### src/rtl/func_accum_stage.sv
// Shared transform package plus the func_accum_stage accumulator.
//
// func_accum_stage: takes WIDTH-bit operands over a valid/ready handshake,
// applies step() to each, sums COUNT of them and offers the sum (with a
// sticky carry flag) over a second valid/ready handshake.
// Ports:
//   clk    clock, rising edge
//   rst_n  asynchronous active-low reset
//   bus    func_accum_stage_if.slave (operand in, result out, busy)
//
// state | meaning
// IDLE  | no partial sum; waiting for the first operand of a result
// ACC   | partial sum held, cnt operands accumulated so far
// HOLD  | result complete and presented on out_*, waiting for drain

package func_accum_stage_pkg;
  // Computed at 64 bits so any stage width up to 64 can truncate the result.
  function automatic logic [63:0] step(input logic [63:0] v, input logic [63:0] inc);
    return v + inc;
  endfunction
endpackage

module func_accum_stage #(
  parameter int          WIDTH = 32,
  parameter int unsigned COUNT = 4,
  parameter int unsigned INC   = 5
) (
  input  logic                 clk,
  input  logic                 rst_n,
  func_accum_stage_if.slave    bus
);
  import func_accum_stage_pkg::*;

  typedef enum logic [1:0] {S_IDLE, S_ACC, S_HOLD} state_t;

  localparam logic [7:0] COUNT_C = 8'(COUNT);

  state_t           state, state_nxt;
  logic [7:0]       cnt, cnt_nxt;
  logic [WIDTH-1:0] acc, acc_nxt;
  logic             ovf, ovf_nxt;

  logic [WIDTH-1:0] step_v;
  logic [WIDTH:0]   sum;
  logic             in_ready_c;
  logic             in_fire;
  logic             out_fire;

  // Carry out of step() itself falls away in the truncation.
  assign step_v = WIDTH'(step(64'(bus.in_data), 64'(INC)));
  assign sum    = {1'b0, acc} + {1'b0, step_v};

  assign in_ready_c = (state == S_HOLD) ? bus.out_ready : 1'b1;
  assign in_fire    = bus.in_valid && in_ready_c;
  assign out_fire   = (state == S_HOLD) && bus.out_ready;

  assign bus.in_ready     = in_ready_c;
  assign bus.out_valid    = (state == S_HOLD);
  assign bus.out_data     = acc;
  assign bus.out_overflow = ovf;
  assign bus.busy         = (state != S_IDLE);

  always_comb begin
    state_nxt = state;
    cnt_nxt   = cnt;
    acc_nxt   = acc;
    ovf_nxt   = ovf;
    unique case (state)
      S_IDLE: begin
        if (in_fire) begin
          acc_nxt   = step_v;
          ovf_nxt   = 1'b0;
          cnt_nxt   = 8'd1;
          state_nxt = (COUNT_C == 8'd1) ? S_HOLD : S_ACC;
        end
      end
      S_ACC: begin
        if (in_fire) begin
          acc_nxt = sum[WIDTH-1:0];
          ovf_nxt = ovf | sum[WIDTH];
          cnt_nxt = cnt + 8'd1;
          if (cnt + 8'd1 == COUNT_C) begin
            state_nxt = S_HOLD;
          end
        end
      end
      S_HOLD: begin
        if (out_fire) begin
          if (in_fire) begin
            // Drain and first sample of the next result share this edge.
            acc_nxt   = step_v;
            ovf_nxt   = 1'b0;
            cnt_nxt   = 8'd1;
            state_nxt = (COUNT_C == 8'd1) ? S_HOLD : S_ACC;
          end else begin
            state_nxt = S_IDLE;
          end
        end
      end
      default: state_nxt = S_IDLE;
    endcase
  end

  always_ff @(posedge clk or negedge rst_n) begin
    if (!rst_n) begin
      state <= S_IDLE;
      cnt   <= '0;
      acc   <= '0;
      ovf   <= 1'b0;
    end else begin
      state <= state_nxt;
      cnt   <= cnt_nxt;
      acc   <= acc_nxt;
      ovf   <= ovf_nxt;
    end
  end
endmodule

### src/rtl/func_accum_stage_if.sv
// Handshake bundle for func_accum_stage.
//   in_valid/in_ready/in_data                 operand stream into the stage
//   out_valid/out_ready/out_data/out_overflow result stream out of the stage
//   busy                                      stage is not idle
// slave  : the accumulator stage itself
// master : whatever feeds operands and drains results
interface func_accum_stage_if #(
  parameter int WIDTH = 32
);
  logic             in_valid;
  logic             in_ready;
  logic [WIDTH-1:0] in_data;
  logic             out_valid;
  logic             out_ready;
  logic [WIDTH-1:0] out_data;
  logic             out_overflow;
  logic             busy;

  modport slave (
    input  in_valid, in_data, out_ready,
    output in_ready, out_valid, out_data, out_overflow, busy
  );

  modport master (
    output in_valid, in_data, out_ready,
    input  in_ready, out_valid, out_data, out_overflow, busy
  );
endinterface

### src/flat_wrapper.sv
// flat-port wrapper written by rule: the top's interface ports become plain ports
module func_accum_stage_flat import func_accum_stage_pkg::*;
#(
  parameter int          WIDTH = 32,
  parameter int unsigned COUNT = 4,
  parameter int unsigned INC   = 5
)
  (clk, rst_n, bus_in_valid, bus_in_data, bus_out_ready, bus_in_ready, bus_out_valid, bus_out_data, bus_out_overflow, bus_busy);
  func_accum_stage_if #(.WIDTH(WIDTH)) bus_i ();
  input  logic clk;
  input  logic rst_n;
  input wire logic [$bits(bus_i.in_valid)-1:0] bus_in_valid;
  input wire logic [$bits(bus_i.in_data)-1:0] bus_in_data;
  input wire logic [$bits(bus_i.out_ready)-1:0] bus_out_ready;
  output wire logic [$bits(bus_i.in_ready)-1:0] bus_in_ready;
  output wire logic [$bits(bus_i.out_valid)-1:0] bus_out_valid;
  output wire logic [$bits(bus_i.out_data)-1:0] bus_out_data;
  output wire logic [$bits(bus_i.out_overflow)-1:0] bus_out_overflow;
  output wire logic [$bits(bus_i.busy)-1:0] bus_busy;
  assign bus_i.in_valid = bus_in_valid;
  assign bus_i.in_data = bus_in_data;
  assign bus_i.out_ready = bus_out_ready;
  assign bus_in_ready = bus_i.in_ready;
  assign bus_out_valid = bus_i.out_valid;
  assign bus_out_data = bus_i.out_data;
  assign bus_out_overflow = bus_i.out_overflow;
  assign bus_busy = bus_i.busy;
  func_accum_stage #(.WIDTH(WIDTH), .COUNT(COUNT), .INC(INC)) u_core (.clk(clk), .rst_n(rst_n), .bus(bus_i));
endmodule
### config.mk
export PLATFORM = sky130hd
export DESIGN_NAME = func_accum_stage_flat
export DESIGN_NICKNAME = d
export VERILOG_FILES = /design/src/rtl/func_accum_stage.sv /design/src/rtl/func_accum_stage_if.sv /design/src/flat_wrapper.sv
export SDC_FILE = /design/constraint.sdc
export NUM_CORES = 1
export LEC_CHECK = 0
export ABC_AREA = 1
export CORE_MARGIN = 10
export CORE_UTILIZATION = 30
export DETAILED_ROUTE_END_ITERATION = 12
export DONT_BUFFER_PORTS = 1
export GPL_ROUTABILITY_DRIVEN = 0
export HOLD_SLACK_MARGIN = 0.12
export MAX_ROUTING_LAYER = met4
export PLACE_DENSITY = 0.54
export SYNTH_ARGS = -nofsm -noshare
export SYNTH_HDL_FRONTEND = slang
export SYNTH_SLANG_ARGS = --single-unit
### constraint.sdc
create_clock -name clk -period 2.2 [get_ports clk]
set_input_delay 0.44 -clock clk [delete_from_list [all_inputs] [get_ports clk]]
set_output_delay 0.44 -clock clk [all_outputs]
set_load 0.02 [all_outputs]
# After elaboration in Yosys (flattened, before gate mapping)

Index checks and enable logic that the tools add are counted.

$add $sub $neg: 3
Equality and inequality tests: 7
Mux-type cells: 19
Bitwise operators: 1
Reduce and logical (&&, ||, !) cells: 7

Operators by type and width:

| kind                  | number |
|---|---|
| $mux 32               | 3 |
| $pmux 32 s3           | 1 |
| $add 32x32->33        | 1 |
| $add 32x3->32 const B | 1 |
| $mux 8                | 3 |
| $pmux 8 s3            | 1 |
| $add 8x1->8 const B   | 1 |
| $eq 8x3->1 const B    | 1 |
| $mux 2                | 4 |
| $ne 2x1->1 const B    | 4 |
| $pmux 2 s3            | 1 |
| $mux 1                | 5 |
| $reduce_and 4->1      | 1 |
| $pmux 1 s3            | 1 |
| $reduce_and 3->1      | 1 |
| $reduce_bool 3->1     | 1 |
| $eq 2x1->1 const B    | 1 |
| $eq 2x2->1 const B    | 1 |
| $logic_and 1x1->1     | 2 |
| $logic_not 2->1       | 1 |
| $reduce_bool 2->1     | 1 |
| $or 1x1->1            | 1 |

Flip-flop bits (word level): 43
Output and inout bits: 36
Word-level logic and storage cells: 41

# Logic depth before layout (Yosys ltp)

Gate-level depths: netlist (run 1).

Word-level depth: 6
Mapped depth: 22
Gate-level depth less buffers: 22

# Worst setup path after synthesis (run 1)

No wires, ideal clock.

Path kind: input to register
Start point: input bus_in_data[0]
End point: register u_core.acc[27], in the netlist u_core.bus.out_data[27]
Library setup time: 124 ps
Data arrival time: 2517 ps
Required time: 2076 ps
Path slack: -442 ps
Stages on the path: 20
Buffers on the path: 0
Cell sequence: ha_1 o21ai_2 nor2_1 nand2_1 inv_1 nand2_2 nand2_1 and2_1 ha_1 nand2_1 nor2_1 inv_1 nor2_1 inv_1 nor2_1 nor2_1 nand2_1 nand2_1 nand3_1 nand3_1

Word-level cells in the longest chain between the ends: 4

RTL lines:

| element                                          | RTL line                                                               | source |
|---|---|---|
| start, declared                                  | flat_wrapper.sv:13                                                     | `input wire logic [$bits(bus_i.in_data)-1:0] bus_in_data;` |
| $add 32x3->32 *                                  | func_accum_stage.sv:19                                                 | `return v + inc;` |
| $add 32x32->33 / $mux 32 (equally long branches) | func_accum_stage.sv:51, func_accum_stage.sv:70, func_accum_stage.sv:89 |  |
| $mux 32, on equally long branches                | func_accum_stage.sv:78, func_accum_stage.sv:88                         |  |
| $pmux 32 s3 *                                    | func_accum_stage.sv:68                                                 | `unique case (state)` |
| end signal, assigned                             | func_accum_stage.sv:113                                                | `acc <= acc_nxt;` |
| end, declared                                    | func_accum_stage.sv:40                                                 | `logic [WIDTH-1:0] acc, acc_nxt;` |

Every way passes the cells marked *; elsewhere a longest branch is shown, timed or not. The select of a mux whose other input is x is not followed.
A chain may end at the register's enable or synchronous reset.

# Final worst setup path (run 1)

Start point: input bus_in_data[0]
End point: register u_core.acc[28], in the netlist u_core.bus.out_data[28]

Same word-level chain as after synthesis.

==> results of run 1 <==
Yosys cell counts, drive strengths merged:
master    n  area share
nand2   308        0.22
inv     161        0.11
nor2     76       0.068
nand3    72       0.068
a21oi    44       0.042
dfrtp    43        0.20
ha       34       0.081
o21ai    32       0.032
xor2     23       0.040
nor3     18       0.020
buf      12       0.013
or2      10       0.012
xnor2    10       0.017
nand4     9       0.012
o21bai    7      0.0099
and2      6      0.0071
nand3b    5      0.0071
o22ai     5      0.0059
a22oi     4      0.0057
o211ai    3      0.0052
a21boi    2      0.0028
a21o      2      0.0028
o221ai    2      0.0033
fa        1      0.0038
nor4      1      0.0012
worst register-to-register path, cell delays in order, from the launching register on:
cell	delay (ns)
dfrtp_1	0.39
ha_1	0.22
fa_1	0.41
nand2_1	0.09
nand2_1	0.09
buf_4	0.15
nand3_2	0.06
nand2_2	0.11
nand2_2	0.11
nand2_4	0.09
nand2_4	0.09
nand2_1	0.05
nand2_1	0.05
nand3_1	0.07
a21boi_1	0.12
worst max path at each step:
stage | start | endpoint | slack (ns) | cells after the start
CTS | bus_in_data[0] | u_core.bus.out_data[14] | -0.28 | 20
finish | bus_in_data[0] | u_core.bus.out_data[28] | -0.30 | 21
detailed placement | bus_in_data[0] | u_core.bus.out_data[27] | -0.78 | 18
floorplan | bus_in_data[13] | u_core.bus.out_data[27] | -0.23 | 18
global route | bus_in_data[13] | u_core.bus.out_data[27] | -0.47 | 20
global placement | bus_in_data[0] | u_core.bus.out_data[29] | -0.75 | 19
flip-flops by register name, summed over array words and instances (netlist names):
signal / count
u_core.bus.out_data: 32
u_core.state: 2
u_core.bus.out_overflow: 1
u_core.cnt: 8
what timing repair did:
item | 4_1_cts | 5_1_grt
gates resized for setup | 167 | 124
hold buffers | 2 | 0
setup buffers | 14 | 8
hold endpoints to repair | 43 | 0
pin swaps | 86 | 68
setup endpoints to repair | 27 | 27
cells by family (layout without fill, tap and decap cells):
family                   count (synthesis)  in the layout  synth area share
XOR/XNOR                                33             33            0.0561
buffers and inverters                  173            340             0.128
adder cells (fa/ha/maj)                 35             35            0.0843
AND/OR/NAND/NOR                        505            505             0.419
AO/OA/AOI/OAI                          101            101             0.109
flip-flops                              43             43             0.204
area by class of cell:
class / instances / area share
sequential: 43 / 0.127
multi-input combinational: 674 / 0.581
tap: 225 / 0.0333
timing repair buffer: 171 / 0.163
clock inverter: 3 / 0.00563
clock buffer: 5 / 0.0148
inverter: 161 / 0.0747
metrics by stage:
stage / hold WS (ns) / setup slack, ns / setup TNS [ns] / power (mW) / util
2_1_floorplan: 0.144 / -0.231 / -4.50 / 5.62 / -
3_3_place_gp: 0.146 / -0.753 / -16.24 / 8.11 / 0.396
3_5_place_dp: 0.147 / -0.779 / -16.81 / 8.16 / 0.396
4_1_cts: 0.259 / -0.284 / -4.87 / 10.3 / 0.455
5_1_grt: 0.262 / -0.469 / -9.75 / 12.0 / 0.488
6_report: 0.260 / -0.296 / -5.92 / 11.2 / 0.488
per-layer routing:
layer | up-vias | share of wire
met5 | - | 0
met4 | 0 | 0.030
met3 | 36 | 0.052
met2 | 166 | 0.47
met1 | 2860 | 0.44
li1 | 3130 | -
power groups by stage:
stage	sequential, mW	clock, mW	combinational (mW)
CTS	1.65	0.953	7.65
floorplan	1.83	0	3.79
finish	1.66	0.938	8.63
global route	1.70	0.965	9.38
detailed placement	1.61	0	6.54
global placement	1.61	0	6.50
==> impl_metrics.json, run 1 <==
{
  "status": "finished, violations left",
  "min_to": "u_core.bus.out_data[0]",
  "drive_above_1_share": 0.447,
  "grt_pass1_vias": 6151,
  "initial_core_util": 0.305,
  "syn_area_mm2": 0.00528,
  "drc": 0,
  "design.core.area_mm2": 0.0173,
  "p_sw_frac": 0.515,
  "port_buffers": 0,
  "wire_per_inst_um": 15.8,
  "whs_path_depth": 1,
  "cpLargestDelayFamily": "simple AND/OR/NAND/NOR gates",
  "most-common-layout-cells": "nand2_1 (225), buf_4 (153), inv_1 (124)",
  "min_period_ns": 2.50,
  "power.static_leakage_nw": 4.16,
  "power.switching_mw": 5.78,
  "ys_ff_latch": 43,
  "hp-start": "bus_in_data[0]",
  "cts-root-buf": "clkbuf_16",
  "ys_seq_area_frac": 0.204,
  "globalRouteMet2Util": 0.265,
  "numCtsBuffers": 5,
  "path_cells": "ha_4 -> o21ai_4 -> nor2_2 -> nand2_2 -> buf_6 -> inv_6 -> or2_1 -> nand2_1 -> inv_2 -> ha_4 -> nand2_4 -> nor2_2 -> nand3_2 -> nand2_2 -> nand2_2 -> nand2_4 -> nand3_4 -> nand3_2 -> nand2_1 -> nor2_1 -> nor2_1",
  "final_area_mm2": 0.00844,
  "r2r_slack_ns": 0.04,
  "power_frac_comb": 0.769,
  "drv_slew": 0,
  "crit_path_frequent_cell": "nand2_2",
  "diodes": 0,
  "via_per_inst": 4.83,
  "grt_use_met3": 0.0215,
  "std_cell_rows": 48,
  "cp-end-kind": "register",
  "vdd_ir_drop_max_mv": 0.545,
  "cts_sinks": 43,
  "wirelength_um": 20300,
  "vias": 6192,
  "final_common_cell": "nand2_1",
  "ios": 72,
  "path_buf_inv": 3,
  "critPathRequiredTime_ns": 2.40,
  "cts_tree": "done",
  "cp_slowest_stage_delay_ns": 0.30,
  "r2r_end": "u_core.bus.out_data[20]",
  "hp-class": "in2reg",
  "netlist_instances": 890,
  "syn_to_final_growth_pct": 59.8,
  "clockBufferDepth": 2,
  "first_pass_iters": 5,
  "place_area_mm2": 0.00685,
  "dieHeight_um": 153,
  "max_freq_mhz": 401,
  "layout.nets": 1127,
  "slowest_stage": "ha_4",
  "crit_path_start_kind": "input port",
  "avgSynthCellArea_um2": 5.94,
  "multiInputGateArea_mm2": 0.00491,
  "drv_cap": 0,
  "drt_iter0_drc": 311,
  "clock_skew_ns": 0.00686,
  "setup_viol_count_final": 26,
  "die_x_um": 153,
  "clkLatencyLatePin_ns": 0.30,
  "seqPwrFrac": 0.148,
  "reg2reg_depth": 14,
  "grt_remaining_overflow": 0,
  "h-tree-depth": 2,
  "grt_busiest_layer": "met2",
  "fin_crit_sh": 1.13,
  "violations": "setup timing",
  "ant_nets": 0,
  "antenna_found_initial": 0,
  "path_max_fanout": 5,
  "fillCellCount": 1703,
  "pwr-share-clk": 0.084,
  "grt_first_pass_wirelength_um": 31300,
  "fp.dieArea_mm2": 0.0233,
  "slew_headroom": 0.736,
  "post-place-cells": 1251,
  "grt_start_max_net_pins": 44,
  "setup_ws_ns": -0.296,
  "grt_use_met1": 0.210,
  "ys_types": 42,
  "finalHoldViolations": 0,
  "dp_hpwl_um": 15500,
  "r2r-start": "u_core.bus.out_data[0]",
  "critical_path_class": "in2reg",
  "track_usage": 0.166,
  "intPower_mw": 5.44,
  "path_clk_slew_ns": 0.08,
  "stdcell_count": 1282,
  "regArea_mm2": 0.00108,
  "ys_warn_count": 0,
  "worst_slew_pin_slew_ns": 0.397,
  "rsz0062_at_grt": "true",
  "crit_arrival_ns": 2.69,
  "powerDensity_mw_per_mm2": 1330,
  "syn-num-nets": 961
}
Power figures use the tool's default switching activity.
==> run 2: changes to the inputs <==
--- a/config.mk
+++ b/config.mk
@@ -5,15 +5,13 @@
 export SDC_FILE = /design/constraint.sdc
 export NUM_CORES = 1
 export LEC_CHECK = 0
-export ABC_AREA = 1
 export CORE_MARGIN = 10
 export CORE_UTILIZATION = 30
 export DETAILED_ROUTE_END_ITERATION = 12
-export DONT_BUFFER_PORTS = 1
 export GPL_ROUTABILITY_DRIVEN = 0
 export HOLD_SLACK_MARGIN = 0.12
 export MAX_ROUTING_LAYER = met4
-export PLACE_DENSITY = 0.54
+export PLACE_DENSITY = 0.6
 export SYNTH_ARGS = -nofsm -noshare
 export SYNTH_HDL_FRONTEND = slang
 export SYNTH_SLANG_ARGS = --single-unit
==> impl_metrics.json, run 2 <==
{
  "synthArstFlopShare": 1.00,
  "syn_area_mm2": 0.00454,
  "vias": 6029,
  "reg2reg_depth": 11,
  "critPathRequiredTime_ns": 2.40,
  "r2r-start": "u_core.bus.out_data[0]",
  "track_usage": 0.199,
  "clockBufferDepth": 2,
  "hold_buffers": 0,
  "design.core.area_mm2": 0.0147,
  "crit_path_start_kind": "input port",
  "setup_viol_count_final": 28,
  "power_mw": 12.3,
  "drc": 0,
  "worst_slew_pin_slew_ns": 0.644,
  "min_period_ns": 3.15,
  "dieHeight_um": 143,
  "power.static_leakage_nw": 3.96,
  "critPathLaunch": "bus_in_data[1]",
  "ys_seq_area_frac": 0.237,
  "max_freq_mhz": 317,
  "yosysMostFrequentCell": "nand2_1",
  "std_cell_rows": 44,
  "clock_skew_ns": 0.0104,
  "fp.dieArea_mm2": 0.0204,
  "antenna_found_initial": 0,
  "setup_ws_ns": -0.951,
  "grt_first_pass_wirelength_um": 31900,
  "numCtsBuffers": 5,
  "via_per_inst": 5.61,
  "synthTopCellsByArea": "dfrtp_1 (24%), ha_1 (9.4%), xnor2_1 (5.4%), o21ai_0 (4.9%), nand2_1 (4.8%)",
  "endpoint": "u_core.bus.out_data[30]",
  "cts_sinks": 43,
  "grt_remaining_overflow": 0,
  "r2r_slack_ns": -0.53,
  "grt_start_max_net_pins": 44,
  "syn-num-nets": 646,
  "cp-end-kind": "register",
  "ys_types": 67,
  "largest_register_ff_count": 32,
  "h-tree-depth": 2,
  "hp-class": "in2async",
  "synth_commonest_cells": "nand2_1 (58), nor2_1 (51), o21ai_0 (44)",
  "synth-edff-count": 0,
  "path_clk_slew_ns": 0.08,
  "fin_crit_sh": 1.43,
  "vdd_ir_drop_max_mv": 0.572,
  "initial_core_util": 0.309,
  "syn_to_final_growth_pct": 94.5,
  "synthDominantCellAreaShare": 0.237,
  "layout.nets": 961,
  "dp_hpwl_um": 13900,
  "first_pass_iters": 5,
  "path_cells": "buf_8 -> buf_12 -> a21oi_4 -> or2_4 -> nor3_4 -> buf_6 -> nand2_4 -> xnor2_4 -> ha_4 -> a21o_1 -> a21o_1 -> a32o_2 -> nand4b_1 -> buf_4 -> a22oi_2 -> mux2i_1 -> nor2_1",
  "port_buffers": 71,
  "ys_ff_latch": 43,
  "cp_slowest_stage_delay_ns": 0.27,
  "crit_path_frequent_cell": "a21o_1",
  "yosysTopAreaCell": "dfrtp_1",
  "slew_headroom": 0.571,
  "critical_path_class": "in2reg",
  "crit_arrival_ns": 3.35,
  "powerDensity_mw_per_mm2": 1390,
  "drt_iter0_drc": 436,
  "final_area_mm2": 0.00882,
  "cts_tree": "done",
  "drive_above_1_share": 0.525,
  "place_area_mm2": 0.00693,
  "drv_slew": 0,
  "netlist_instances": 575,
  "drv_cap": 0,
  "rsz0062_at_grt": "true",
  "wire_per_inst_um": 19.9,
  "synth_flop_cell": "dfrtp_1",
  "path_max_fanout": 4,
  "r2r_end": "u_core.bus.out_data[30]",
  "ant_nets": 0,
  "clkLatencyLatePin_ns": 0.31,
  "status": "finished, violations left",
  "wirelength_um": 21400,
  "most-common-layout-cells": "buf_4 (225), nand2_1 (45), clkdlybuf4s50_1 (45)",
  "cts-root-buf": "clkbuf_16",
  "finalHoldViolations": 0,
  "avgSynthCellArea_um2": 7.89,
  "die_x_um": 143,
  "diodes": 0,
  "slowest_stage": "nand4b_1",
  "grt_pass1_vias": 6237,
  "ys_warn_count": 0,
  "ios": 72,
  "violations": "setup timing",
  "final_common_cell": "buf_4"
}
run 2: cell count changes in the layout (fill, tap and decap cells not counted), sizes merged, moves of 7 or more:
cell / change
a21o: +16
nand4: +7
a31oi: +10
a22oi: +8
inv: -142
xnor2: +18
and3: +13
buf: +107
nor2: -24
clkdlybuf4s50: +45
o21ai: +18
nand2: -250
nand3: -54
run 2: kinds of logic after synthesis:
logic type	after synthesis	synth area share
AND/OR/NAND/NOR	213	0.236
AO/OA/AOI/OAI	188	0.285
XOR/XNOR	51	0.0985
flip-flops	43	0.237
buffers and inverters	40	0.0339
adder cells (fa/ha/maj)	35	0.0982
multiplexers	5	0.0113
run 2: layout make-up:
type	instances	area [µm²]
Clock buffer	5	125
Clock inverter	3	23.8
Fill cell	1124	5880
Inverter	18	67.6
Multi-Input combinational cell	492	4540
Sequential cell	43	1080
Tap cell	184	230
Timing Repair Buffer	330	2760
run 2: critical path: cells and delay by family:
kind / cells / cell delay [ns]
buffers and inverters: 4 / 0.53
and+or+nand+nor: 5 / 0.90
xor gates and xnor gates: 1 / 0.20
muxes: 1 / 0.20
adders and majority gates: 1 / 0.24
AOI/OAI and AO/OA: 5 / 0.83
run 2: worst min-delay path by stage:
stage	startpoint	depth (start not counted)	slack (ns)	endpoint
CTS	rst_n	2	0.25	u_core.bus.out_data[9]
finish	rst_n	2	0.23	u_core.bus.out_data[7]
floorplan	rst_n	0	0.14	u_core.bus.out_data[0]
global route	rst_n	2	0.28	u_core.bus.out_data[9]
detailed placement	u_core.cnt[1]	1	0.52	u_core.cnt[1]
global placement	u_core.cnt[2]	1	0.50	u_core.cnt[2]
run 2: what timing repair did:
item / CTS / global route
buffers inserted: 51 / 29
pin swaps: 123 / 108
endpoints found under the setup margin: 31 / 28
gates cloned: 0 / 0
gates resized for setup: 263 / 81
run 2: through the flow:
stage / util / setup slack, ns / setup TNS (ns) / hold slack, ns / instances
4_1_cts: 0.567 / -1.00 / -15.40 / 0.254 / 1053
3_3_place_gp: 0.471 / -1.69 / -40.58 / 0.501 / 996
5_1_grt: 0.600 / -1.12 / -20.35 / 0.281 / 1075
3_5_place_dp: 0.471 / -1.75 / -42.20 / 0.520 / 996
6_report: 0.600 / -0.951 / -17.75 / 0.229 / 1075
2_1_floorplan: - / -0.811 / -12.61 / 0.144 / 575
run 2: where the power goes:
part	internal, mW	leakage (nW)	total, mW	switching, mW
sequential	1.16	0.519	1.52	0.360
combinational	4.96	3.37	9.91	4.96
clock	0.427	0.0664	0.836	0.409
total	6.54	3.96	12.3	5.73
run 2: routing by layer:
metal	wire length (µm)	GRT usage
met1	8660	0.222
met2	10500	0.337
met3	1280	0.0418
met4	912	0.0852
met5	0	-
